--- src/rtl/pipeline_hazard_ctrl_if.sv ---
// Hazard controller bundle: decode/EX/MEM observations in, pipeline
// register controls and perf counters out.
interface pipeline_hazard_ctrl_if #(
   parameter int CNT_W = 16
);
   logic [6:0]       id_opcode;
   logic [4:0]       id_rs1;
   logic [4:0]       id_rs2;
   logic             ex_memread;
   logic [4:0]       ex_write_reg;
   logic             ex_branch_taken;
   logic             mem_busy;
   logic             cnt_clr;
   logic             pc_write;
   logic             pc_src_branch;
   logic             ifid_write;
   logic             ifid_flush;
   logic             idex_write;
   logic             idex_bubble;
   logic             exmem_hold;
   logic [CNT_W-1:0] stall_cycles;
   logic [CNT_W-1:0] flush_events;

   modport master (
      output id_opcode, id_rs1, id_rs2, ex_memread, ex_write_reg,
      output ex_branch_taken, mem_busy, cnt_clr,
      input  pc_write, pc_src_branch, ifid_write, ifid_flush,
      input  idex_write, idex_bubble, exmem_hold,
      input  stall_cycles, flush_events
   );

   modport slave (
      input  id_opcode, id_rs1, id_rs2, ex_memread, ex_write_reg,
      input  ex_branch_taken, mem_busy, cnt_clr,
      output pc_write, pc_src_branch, ifid_write, ifid_flush,
      output idex_write, idex_bubble, exmem_hold,
      output stall_cycles, flush_events
   );
endinterface

--- src/rtl/pipeline_hazard_ctrl.sv ---
// Stall/flush sequencer for the 5-stage pipeline, with a pending-flush
// state that defers a branch flush until a memory freeze ends.
module pipeline_hazard_ctrl #(
   parameter int CNT_W = 16
) (
   input  logic                  clk,
   input  logic                  rst,
   pipeline_hazard_ctrl_if.slave hif
);

   typedef enum logic [1:0] {
      RUN         = 2'd0,
      MEM_WAIT    = 2'd1,
      MEM_WAIT_BR = 2'd2
   } state_t;

   state_t state, state_nx;

   logic rs1_used;
   logic rs2_used;
   logic load_use;
   logic do_flush;

   always_comb begin
      rs1_used = hif.id_opcode inside
         {7'b0110011, 7'b0000011, 7'b0100011, 7'b1100011};
      rs2_used = hif.id_opcode inside
         {7'b0110011, 7'b0100011, 7'b1100011};
      load_use = hif.ex_memread && (hif.ex_write_reg != 5'd0) &&
         ((rs1_used && (hif.id_rs1 == hif.ex_write_reg)) ||
          (rs2_used && (hif.id_rs2 == hif.ex_write_reg)));
   end

   always_ff @(posedge clk or posedge rst) begin
      if (rst) state <= RUN;
      else     state <= state_nx;
   end

   always_comb begin
      state_nx = state;
      case (state)
         RUN, MEM_WAIT: begin
            if (hif.mem_busy && hif.ex_branch_taken) state_nx = MEM_WAIT_BR;
            else if (hif.mem_busy)                   state_nx = MEM_WAIT;
            else                                     state_nx = RUN;
         end
         MEM_WAIT_BR: begin
            if (!hif.mem_busy) state_nx = RUN;
         end
         default: state_nx = RUN;
      endcase
   end

   // Action priority: freeze, then flush (live or pending), then load stall
   always_comb begin
      hif.pc_write      = 1'b0;
      hif.pc_src_branch = 1'b0;
      hif.ifid_write    = 1'b0;
      hif.ifid_flush    = 1'b0;
      hif.idex_write    = 1'b0;
      hif.idex_bubble   = 1'b0;
      hif.exmem_hold    = 1'b0;
      do_flush          = 1'b0;
      if (rst) begin
         do_flush = 1'b0;
      end else if (hif.mem_busy) begin
         hif.exmem_hold = 1'b1;
      end else if (state == MEM_WAIT_BR || hif.ex_branch_taken) begin
         do_flush          = 1'b1;
         hif.pc_write      = 1'b1;
         hif.pc_src_branch = 1'b1;
         hif.ifid_write    = 1'b1;
         hif.ifid_flush    = 1'b1;
         hif.idex_write    = 1'b1;
         hif.idex_bubble   = 1'b1;
      end else if (load_use) begin
         hif.idex_write  = 1'b1;
         hif.idex_bubble = 1'b1;
      end else begin
         hif.pc_write   = 1'b1;
         hif.ifid_write = 1'b1;
         hif.idex_write = 1'b1;
      end
   end

   logic [CNT_W-1:0] stall_q;
   logic [CNT_W-1:0] flush_q;

   always_ff @(posedge clk or posedge rst) begin
      if (rst) begin
         stall_q <= '0;
         flush_q <= '0;
      end else if (hif.cnt_clr) begin
         stall_q <= '0;
         flush_q <= '0;
      end else begin
         if (!hif.pc_write && stall_q != '1) stall_q <= stall_q + 1'b1;
         if (do_flush && flush_q != '1)      flush_q <= flush_q + 1'b1;
      end
   end

   assign hif.stall_cycles = stall_q;
   assign hif.flush_events = flush_q;

endmodule
--- src/flat_wrapper.sv ---
// flat-port wrapper written by rule: the top's interface ports become plain ports
module pipeline_hazard_ctrl_flat 
#(
   parameter int CNT_W = 16
)
  (clk, rst, hif_id_opcode, hif_id_rs1, hif_id_rs2, hif_ex_memread, hif_ex_write_reg, hif_ex_branch_taken, hif_mem_busy, hif_cnt_clr, hif_pc_write, hif_pc_src_branch, hif_ifid_write, hif_ifid_flush, hif_idex_write, hif_idex_bubble, hif_exmem_hold, hif_stall_cycles, hif_flush_events);
  pipeline_hazard_ctrl_if #(.CNT_W(CNT_W)) hif_i ();
  input  logic clk;
  input  logic rst;
  input wire logic [$bits(hif_i.id_opcode)-1:0] hif_id_opcode;
  input wire logic [$bits(hif_i.id_rs1)-1:0] hif_id_rs1;
  input wire logic [$bits(hif_i.id_rs2)-1:0] hif_id_rs2;
  input wire logic [$bits(hif_i.ex_memread)-1:0] hif_ex_memread;
  input wire logic [$bits(hif_i.ex_write_reg)-1:0] hif_ex_write_reg;
  input wire logic [$bits(hif_i.ex_branch_taken)-1:0] hif_ex_branch_taken;
  input wire logic [$bits(hif_i.mem_busy)-1:0] hif_mem_busy;
  input wire logic [$bits(hif_i.cnt_clr)-1:0] hif_cnt_clr;
  output wire logic [$bits(hif_i.pc_write)-1:0] hif_pc_write;
  output wire logic [$bits(hif_i.pc_src_branch)-1:0] hif_pc_src_branch;
  output wire logic [$bits(hif_i.ifid_write)-1:0] hif_ifid_write;
  output wire logic [$bits(hif_i.ifid_flush)-1:0] hif_ifid_flush;
  output wire logic [$bits(hif_i.idex_write)-1:0] hif_idex_write;
  output wire logic [$bits(hif_i.idex_bubble)-1:0] hif_idex_bubble;
  output wire logic [$bits(hif_i.exmem_hold)-1:0] hif_exmem_hold;
  output wire logic [$bits(hif_i.stall_cycles)-1:0] hif_stall_cycles;
  output wire logic [$bits(hif_i.flush_events)-1:0] hif_flush_events;
  assign hif_i.id_opcode = hif_id_opcode;
  assign hif_i.id_rs1 = hif_id_rs1;
  assign hif_i.id_rs2 = hif_id_rs2;
  assign hif_i.ex_memread = hif_ex_memread;
  assign hif_i.ex_write_reg = hif_ex_write_reg;
  assign hif_i.ex_branch_taken = hif_ex_branch_taken;
  assign hif_i.mem_busy = hif_mem_busy;
  assign hif_i.cnt_clr = hif_cnt_clr;
  assign hif_pc_write = hif_i.pc_write;
  assign hif_pc_src_branch = hif_i.pc_src_branch;
  assign hif_ifid_write = hif_i.ifid_write;
  assign hif_ifid_flush = hif_i.ifid_flush;
  assign hif_idex_write = hif_i.idex_write;
  assign hif_idex_bubble = hif_i.idex_bubble;
  assign hif_exmem_hold = hif_i.exmem_hold;
  assign hif_stall_cycles = hif_i.stall_cycles;
  assign hif_flush_events = hif_i.flush_events;
  pipeline_hazard_ctrl #(.CNT_W(CNT_W)) u_core (.clk(clk), .rst(rst), .hif(hif_i));
endmodule
--- config.mk ---
export PLATFORM = sky130hd
export DESIGN_NAME = pipeline_hazard_ctrl_flat
export DESIGN_NICKNAME = d
export VERILOG_FILES = /design/src/rtl/pipeline_hazard_ctrl_if.sv /design/src/rtl/pipeline_hazard_ctrl.sv /design/src/flat_wrapper.sv
export SDC_FILE = /design/constraint.sdc
export NUM_CORES = 1
export LEC_CHECK = 0
export CORE_UTILIZATION = 42
export DETAILED_ROUTE_END_ITERATION = 8
export HOLD_SLACK_MARGIN = 0.03
export PLACE_DENSITY = 0.83
export SLEW_MARGIN = 20
export SYNTH_ARGS = -nofsm -noshare
export SYNTH_HDL_FRONTEND = slang
export SYNTH_SLANG_ARGS = --single-unit
--- constraint.sdc ---
create_clock -name clk -period 2.1 [get_ports clk]
set_input_delay 0.42 -clock clk [delete_from_list [all_inputs] [get_ports clk]]
set_output_delay 0.42 -clock clk [all_outputs]
set_load 0.01 [all_outputs]
==> Yosys cells after proc, flatten, opt, wreduce, memory -nomap -nowiden <==
Index checks and enable logic that the tools add are counted.
Widths: inputs -> output; s select.
{ "word_totals": {"ff_bits": 34, "latch_bits": 0, "ramBits": 0, "rom_bits": 0, "in_bits": 28, "memories": 0} }
{ "op_classes": {"add_sub_neg": 2, "mul": 0, "n_div": 0, "n_lt_le_gt_ge": 0, "eq_ne": 11, "n_shift": 0, "mux": 23, "n_bitwise": 0, "reduce_logical": 17} }
{ "ops": {"columns": ["operator", "count"], "rows": [
  ["$mux 16", 4],
  ["$add 16x1->16 const B", 2],
  ["$ne 16x16->1 const B", 2],
  ["$mux 1", 16],
  ["$eq 7x6->1 const B", 2],
  ["$eq 5x5->1", 2],
  ["$eq 7x2->1 const B", 1],
  ["$eq 7x7->1 const B", 1],
  ["$logic_and 1x1->1", 7],
  ["$reduce_bool 5->1", 1],
  ["$mux 2", 2],
  ["$pmux 2 s2", 1],
  ["$reduce_bool 2->1", 2],
  ["$reduce_bool 4->1", 1],
  ["$reduce_bool 3->1", 1],
  ["$eq 2x1->1 const B", 1],
  ["$eq 2x2->1 const B", 1],
  ["$logic_not 2->1", 1],
  ["$logic_or 1x1->1", 2],
  ["$ne 2x2->1 const B", 1],
  ["$reduce_or 2->1", 1],
  ["$logic_not 1->1", 1]
]} }

==> Depth between registers and ports, before layout <==
Gate-level depths: netlist of run 1.
{ "logic_depth": {"word_depth": 13, "ltp_mapped": 7, "depth_no_buf": 7} }

==> Worst setup path before layout of run 1 <==
OpenSTA, ideal clock, no wires.
{ "synth_path": {"path_type": "flip-flop to flip-flop", "startpoint": "register u_core.stall_q[0], in the netlist u_core.hif.stall_cycles[0]", "endpoint": "register u_core.stall_q[14], in the netlist u_core.hif.stall_cycles[14]", "t_arrival_ps": 1933, "t_required_ps": 1972, "slack_ps": 39, "path_stages_with_launch": 8, "synth_period_minus_slack_ps": 2061, "path_cell_list": "dfrtp_1 -> ha_1 -> nand3_1 -> nor4_4 -> or2_2 -> buf_4 -> a2111oi_4 -> mux2_1"} }
{ "synth_via": {"elab_chain_cells": 3, "word_cells_on_any_way": 6} }
{ "synth_rtl": {"columns": ["element", "line_no", "source"], "rows": [
  ["start, declared", "pipeline_hazard_ctrl.sv:86", "logic [CNT_W-1:0] stall_q;"],
  ["start signal, assigned", "pipeline_hazard_ctrl.sv:97", "if (!hif.pc_write && stall_q != '1) stall_q <= stall_q + 1'b1;"],
  ["$add 16x1->16 or $ne 16x16->1 (tied branches)", "pipeline_hazard_ctrl.sv:97", null],
  ["$mux 16 or $logic_and 1x1->1 (tied branches)", "pipeline_hazard_ctrl.sv:97", null],
  ["$mux 16 or $reduce_bool 2->1 (tied branches)", null, null]
]} }
Parallel ways exist; a longest one is shown, timed or not. The select of a mux whose other input is x is not followed.
A chain may end at the register's enable or synchronous reset.

==> Final worst setup path of run 1 <==
{ "layout_path": {"startpoint": "register u_core.stall_q[0], in the netlist u_core.hif.stall_cycles[0]", "endpoint": "register u_core.stall_q[9], in the netlist u_core.hif.stall_cycles[9]"} }
Same word-level chain as after synthesis.

==> results.md, run 1 <==
* Pwr dens at 422.8 nW/um^2
* Crit end category: flop
* Vias in the first global route at 2095
* Power Total at 1.448 mW
* Worst-skew pair later-pin latency at 0.30 ns
* IO Port Bufs at 66
* Met3 usage at 4.938%
* Hpwl dp at 4.310 mm
* Hold path depth at 1
* Final Util at 71.12%
* Top Ports at 67
* Tot GR Track Use at 23.58%
* Yosys top cell area share at 39.44%
* Failing checks: setup timing
* Critical path's largest stage delay at 0.44 ns
* Buffer and inverter count on the worst path at 1
* Max-slew headroom at 69.94%
* Commonest non-fill, non-tap cell in the layout: buf_4
* Hold Path Class: flop to flop
* Inserted Clock Buffers at 5
* Residual overflow from global routing at 0
* Setup violators final at 11
* Share of cells above drive strength 1 at 31.21%
* CP max-delay cell: dfrtp_1
* Sink Count at 34
* Number of vias per cell at 5.506
* Clk Tree Root Cell: clkbuf_8
* Max-cap viol count at 0
* Critical Path Fanout Max at 5
* CTS tree: built
* Placed cells at 394
* Die footprint at 5427 sq um
* Synth Warn # at 0
* Deepest clock path buffer count at 2
* Initial antenna violation count at 0
* Status: finished, violations left
* Die Ht at 73.67 um
* Routed Antenna Nets at 0
* Initial Util at 44.78%
* Residual DRC count at 0
* Fmax achieved at 461.8 MHz
* Synthesized area at 2157 sq um
* Clock skew at 0.01025 ns
* Layout Cells excl Fill at 413
* Most Crowded Layer GR: met2
* Slew @ Worst Pin at 0.4510 ns
* Worst path cell trace: ha_4 -> nand3_2 -> nor4_4 -> buf_4 -> nor4b_4 -> a21oi_2 -> or3_4 -> a21oi_2
* P_leak at 1.457 nW
* Area contributors post-synth: dfrtp_1 39%, xor2_1 4.9%, nor2_1 4.7%
* CTS H-tree lvls at 2
* Peak VDD IR at 0.3345 mV
* Post-synthesis cell count at 231
* Number of cell rows at 25
* Largest net degree at the start of global routing at 35
* Worst Setup SP: u_core.hif.stall_cycles[0]
* Drt first pass iters at 4
* Worst-path clk slew at 0.07 ns
* Number of diodes at 0
* Iter 0 DRT Violations at 126
* Top cell family by delay on the critical path: simple AND/OR/NAND/NOR gates
* Core footprint at 4817 sq um
* Seq cells post-synth at 34
* Hold Fails Final Rpt at 0
* Worst EP required at 2.33 ns
* Die width at 73.67 um
* R2R depth at 8
* Most frequent cells in the layout: 47 x buf_4, 37 x clkdlybuf4s50_1, 34 x dfrtp_1
* Critical path class: flop to flop
* WP depth at 8
* Avg WL per Cell at 16.95 um
* Post-route setup TNS at -0.3478 ns
* NumNets Final at 375
* Setup ws final at -0.06524 ns
* Area leader, netlist: dfrtp_1
* First-pass GRT wire length at 9.804 mm
* GRT met1 Usage at 29.55%
* Min Clock Period, post-route at 2.165 ns
* Cell mode on critical path: a21oi_2
* Syn_nets at 261
* HP Start: u_core.state[1]
* WL final at 6.999 mm
* Max Slew Vio Count at 0
* Area Growth Syn to Fin at 58.82%
* Unique masters post-synth at 49
* Worst Path Arrival at 2.39 ns
* Sequential area share after synthesis at 39.44%
* Fill cells at 382
* Reg2Reg Launch Point: u_core.hif.stall_cycles[0]
* Final critical-path share of the clock period at 103.1%
* Vias at 2274
* Routability congestion estimate at 0.8012
* Syn Area/Cell at 9.338 sq um
* Met2 Use GR at 40.16%
* CP startpoint kind: flop
-- area by class of cell --
class                           count  area [sq um]  share of cell area [%]
Tap cell                           67         83.83                   2.447
Clock buffer                        7         86.33                   2.520
Multi-Input combinational cell    186          1381                   40.32
Timing Repair Buffer              116          1008                   29.44
Clock inverter                      1         5.005                  0.1461
Inverter                            2         10.01                  0.2922
Sequential cell                    34         850.8                   24.84
-- worst register-to-register path, stage by stage, from the launching register on --
cell and delay (ns):
dfrtp_1 0.44, ha_4 0.21, nand3_2 0.12, nor4_4 0.07, buf_4 0.15, nor4b_4 0.42, a21oi_2 0.16, or3_4 0.40
a21oi_2 0.13
-- final timing paths --
kind / to / slack [ns]
worst max register to register: u_core.hif.stall_cycles[9] / -0.07
worst max-delay path: u_core.hif.stall_cycles[9] / -0.07
worst min register to register: u_core.state[0] / 0.45
max in group asynchronous: u_core.hif.flush_events[3] / 1.09
min in group asynchronous: u_core.hif.flush_events[15] / 0.69
worst min-delay path: u_core.state[0] / 0.45
-- power breakdown --
part	switching (mW)	internal (mW)	total (mW)
Clock	0.252	0.265	0.516
Combinational	0.126	0.132	0.258
Sequential	0.0103	0.664	0.674
-- cell families after synthesis --
logic type,Yosys count,synth area share (%)
AOI/OAI and AO/OA,40,13.52
adders and majority gates,2,1.160
and+or+nand+nor,111,28.65
DFF,34,39.44
muxes,9,4.814
buffers and inverters,12,3.074
xor gates and xnor gates,23,9.339
-- Yosys cell counts (all sizes together) --
cell type / instances
nor2: 29
a2111oi: 1
dfrtp: 34
o21a: 2
nor2b: 11
mux2i: 1
and4: 5
o21ai: 9
dlygate4sd1: 1
and2: 1
nand4: 11
nor4: 1
or4: 2
o22ai: 1
nor3: 6
ha: 2
a31oi: 2
mux2: 8
o211ai: 1
a21oi: 17
nor4b: 1
buf: 5
or3: 7
o2111ai: 3
xnor2: 11
a21boi: 3
clkbuf: 4
or2: 2
nor3b: 2
nand3: 14
nand2: 15
and3: 4
xor2: 12
o41ai: 1
inv: 2
-- flip-flops by register name, indices dropped and copies added, names as in the netlist --
register and count:
u_core.hif.flush_events 16, u_core.hif.stall_cycles 16, u_core.state 2
-- layer usage --
metal	vias to the layer above	share of wire (%)
met3	27	4.9
met5	-	0
met4	0	3.5
met2	93	51
li1	1057	-
met1	1097	40
-- through the flow --
stage	hold WS [ns]	instance area [sq um]	setup WS, ns
3_3_place_gp	0.4350	3143	-0.6379
3_5_place_dp	0.4443	3143	-0.6980
6_report	0.4549	3426	-0.06524
2_1_floorplan	0.4243	2157	0.03946
4_1_cts	0.4526	3263	-0.007137
5_1_grt	0.4727	3426	-0.1056
-- timing repair --
| item | CTS | global route |
|---|---|---|
| pin swaps | 21 | 18 |
| hold buffers | 0 | 0 |
| gates resized for setup | 65 | 26 |
| endpoints found under the setup margin | 23 | 19 |
| gates cloned | 0 | 1 |
| buffers inserted | 3 | 7 |
(Power assumes the default switching activity.)
==> inputs of run 2 (changes only) <==
==> constraint.sdc (replaced) <==
create_clock -name clk -period 2.1 [get_ports clk]
set_input_delay 0.42 -clock clk [delete_from_list [all_inputs] [get_ports clk]]
set_output_delay 0.42 -clock clk [all_outputs]
set_load 0.05 [all_outputs]
==> results.md, run 2 (same netlist as run 1, synthesis figures left out) <==
* Status: finished, violations left (unchanged)
* Failing checks: setup timing (unchanged)
* Inserted Clock Buffers at 5 (unchanged)
* IO Port Bufs at 66 (unchanged)
* Number of vias per cell at 5.358 (was 5.506)
* Most frequent cells in the layout: 38 x buf_4, 34 x clkdlybuf4s50_1, 26 x nor2_1 (was 47 x buf_4, 37 x clkdlybuf4s50_1, 34 x dfrtp_1)
* First-pass GRT wire length at 9.528 mm (was 9.804 mm)
* Hpwl dp at 4.177 mm (was 4.310 mm)
* Die footprint at 5427 sq um (unchanged)
* FF-to-FF setup slack at 0.05 ns (was -0.07 ns)
* Worst-path clk slew at 0.07 ns (about the same)
* Commonest non-fill, non-tap cell in the layout: buf_4 (unchanged)
* Drt first pass iters at 4 (unchanged)
* Peak VDD IR at 0.3011 mV (was 0.3345 mV)
* Initial Util at 44.78% (unchanged)
* Min Clock Period, post-route at 2.110 ns (was 2.165 ns)
* RSZ-0062 raised after global routing: yes
* Max-slew headroom at 65.40% (was 69.94%)
* Die Ht at 73.67 um (unchanged)
* Setup ws final at -0.009513 ns (was -0.06524 ns)
* Hold Fails Final Rpt at 0 (unchanged)
* Reg2reg end: u_core.hif.stall_cycles[13] (was u_core.hif.stall_cycles[9])
* Cts hold-fix bufs at 0 (unchanged)
* Crit end category: output port (was flop)
* Hold Path Class: primary input to asynchronous set/reset pin (was flop to flop)
* Worst-skew pair later-pin latency at 0.29 ns (was 0.30 ns)
* Avg WL per Cell at 14.85 um (was 16.95 um)
* Routability congestion estimate at 0.8576 (was 0.8012)
* Seq pwr share at 42.3% (was 46.5%)
* Pwr dens at 460.2 nW/um^2 (was 422.8 nW/um^2)
* Number of cell rows at 25 (unchanged)
* Vias in the first global route at 2074 (was 2095)
* WL final at 5.969 mm (was 6.999 mm)
* Critical Path Fanout Max at 3 (was 5)
* Final critical-path share of the clock period at 100.5% (was 103.1%)
* Sw frac at 27.36% (was 26.80%)
* Tot GR Track Use at 22.81% (was 23.58%)
* NumNets Final at 364 (was 375)
* Design internal power at 1.162 mW (was 1.060 mW)
* Die width at 73.67 um (unchanged)
* Setup violators final at 2 (was 11)
* Worst Path Arrival at 1.69 ns (was 2.39 ns)
* CTS H-tree lvls at 2 (unchanged)
* Initial antenna violation count at 0 (unchanged)
* Worst EP required at 1.68 ns (was 2.33 ns)
* Slew @ Worst Pin at 0.5174 ns (was 0.4510 ns)
* Fmax achieved at 474.0 MHz (was 461.8 MHz)
* Critical path class: primary input to output port (was flop to flop)
* P_leak at 1.450 nW (was 1.457 nW)
* Layout Cells excl Fill at 402 (was 413)
* Core footprint at 4817 sq um (unchanged)
* Residual overflow from global routing at 0 (unchanged)
* Max Slew Vio Count at 0 (unchanged)
* Residual DRC count at 0 (unchanged)
* Sink Count at 34 (unchanged)
* CTS tree: built (unchanged)
* Top Ports at 67 (unchanged)
* Clk pwr share at 38.4% (was 35.7%)
* Max-cap viol count at 0 (unchanged)
* Net switching power at 0.4375 mW (was 0.3881 mW)
* Reg2Reg Launch Point: u_core.hif.stall_cycles[1] (was u_core.hif.stall_cycles[0])
* Routed Antenna Nets at 0 (unchanged)
* CP startpoint kind: primary input (was flop)
* Share of cells above drive strength 1 at 33.43% (was 31.21%)
* Placed cells at 385 (was 394)
* Clock skew at 0.004498 ns (was 0.01025 ns)
* Area Growth Syn to Fin at 61.08% (was 58.82%)
* Number of diodes at 0 (unchanged)
* Iter 0 DRT Violations at 184 (was 126)
* Deepest clock path buffer count at 2 (unchanged)
* Vias at 2154 (was 2274)
* Largest net degree at the start of global routing at 35 (unchanged)
* Logic pwr share at 19.3% (was 17.8%)
* Clk Tree Root Cell: clkbuf_8 (unchanged)
* R2R depth at 8 (unchanged)
* Hold WS at 0.2718 ns (was 0.4549 ns)
run 2: cell count changes in the layout (fill, tap and decap cells not counted), moves of 3 or more:
cell | before | now
dlymetal6s2s_1 | 1 | 4
dlygate4sd2_1 | 18 | 8
dfrtp_1 | 34 | 20
clkdlybuf4s50_1 | 37 | 34
dfrtp_2 | 0 | 14
clkdlybuf4s15_1 | 0 | 5
a21oi_2 | 5 | 2
buf_6 | 7 | 3
buf_4 | 47 | 38
buf_12 | 0 | 7
clkbuf_2 | 1 | 4
run 2: area by class of cell:
cell class / instances / area (sq um)
flip-flops and latches: 34 / 868.3
inverters: 2 / 7.507
multi-input cells: 185 / 1386
clock buffers: 5 / 68.82
repair buffers: 106 / 1015
fillers: 373 / 1343
clock inverters: 3 / 45.04
well taps: 67 / 83.83
run 2: routing by layer:
metal  vias to the layer above  share of wire, %  track usage, %
met5                         -                 0               0
met4                         0               1.7           6.624
met3                        10               5.1           5.487
met2                        75                53           40.06
met1                      1032                40           27.60
li1                       1037                 -               -
run 2: worst max-delay path by stage:
stage,start,endpoint,slack (ns)
floorplan,hif_ex_write_reg[0],hif_pc_write,-0.15
global placement,hif_ex_write_reg[0],hif_pc_write,-0.48
detailed placement,hif_ex_write_reg[0],hif_ifid_write,-0.49
CTS,hif_ex_write_reg[2],hif_ifid_write,-0.01
global route,hif_id_rs2[1],u_core.hif.stall_cycles[15],-0.05
finish,hif_ex_write_reg[2],hif_ifid_write,-0.01
run 2: power by group through the flow:
stage	registers (mW)	clock network (mW)	logic, mW
after floorplan	0.710	0	0.128
after global placement	0.688	0	0.283
after detailed placement	0.689	0	0.292
after CTS	0.676	0.621	0.299
after global routing	0.678	0.649	0.327
final	0.677	0.614	0.309
run 2: worst max-delay path, cell delays in order:
cell     delay (ns)
buf_8          0.09
or4_4          0.54
nor2_4         0.13
nor2_4         0.07
a31oi_4        0.27
buf_12         0.18
run 2: timing repair:
action	in CTS	in global routing
gates cloned	0	0
buffers inserted	6	3
gates resized for setup	52	24
pin swaps	24	15
endpoints found under the setup margin	19	14
run 2: stage by stage:
| stage | utilization, % | total power [mW] | setup slack, ns | TNS (ns) | area, sq um |
|---|---|---|---|---|---|
| after floorplan | - | 0.8371 | -0.1535 | -0.1535 | 2230 |
| after global placement | 66.73 | 0.9712 | -0.4751 | -8.188 | 3214 |
| after detailed placement | 66.73 | 0.9809 | -0.4930 | -9.545 | 3214 |
| after CTS | 70.70 | 1.596 | -0.01336 | -0.02630 | 3406 |
| after global routing | 72.13 | 1.654 | -0.05082 | -0.1774 | 3475 |
| final | 72.13 | 1.599 | -0.009513 | -0.01867 | 3475 |
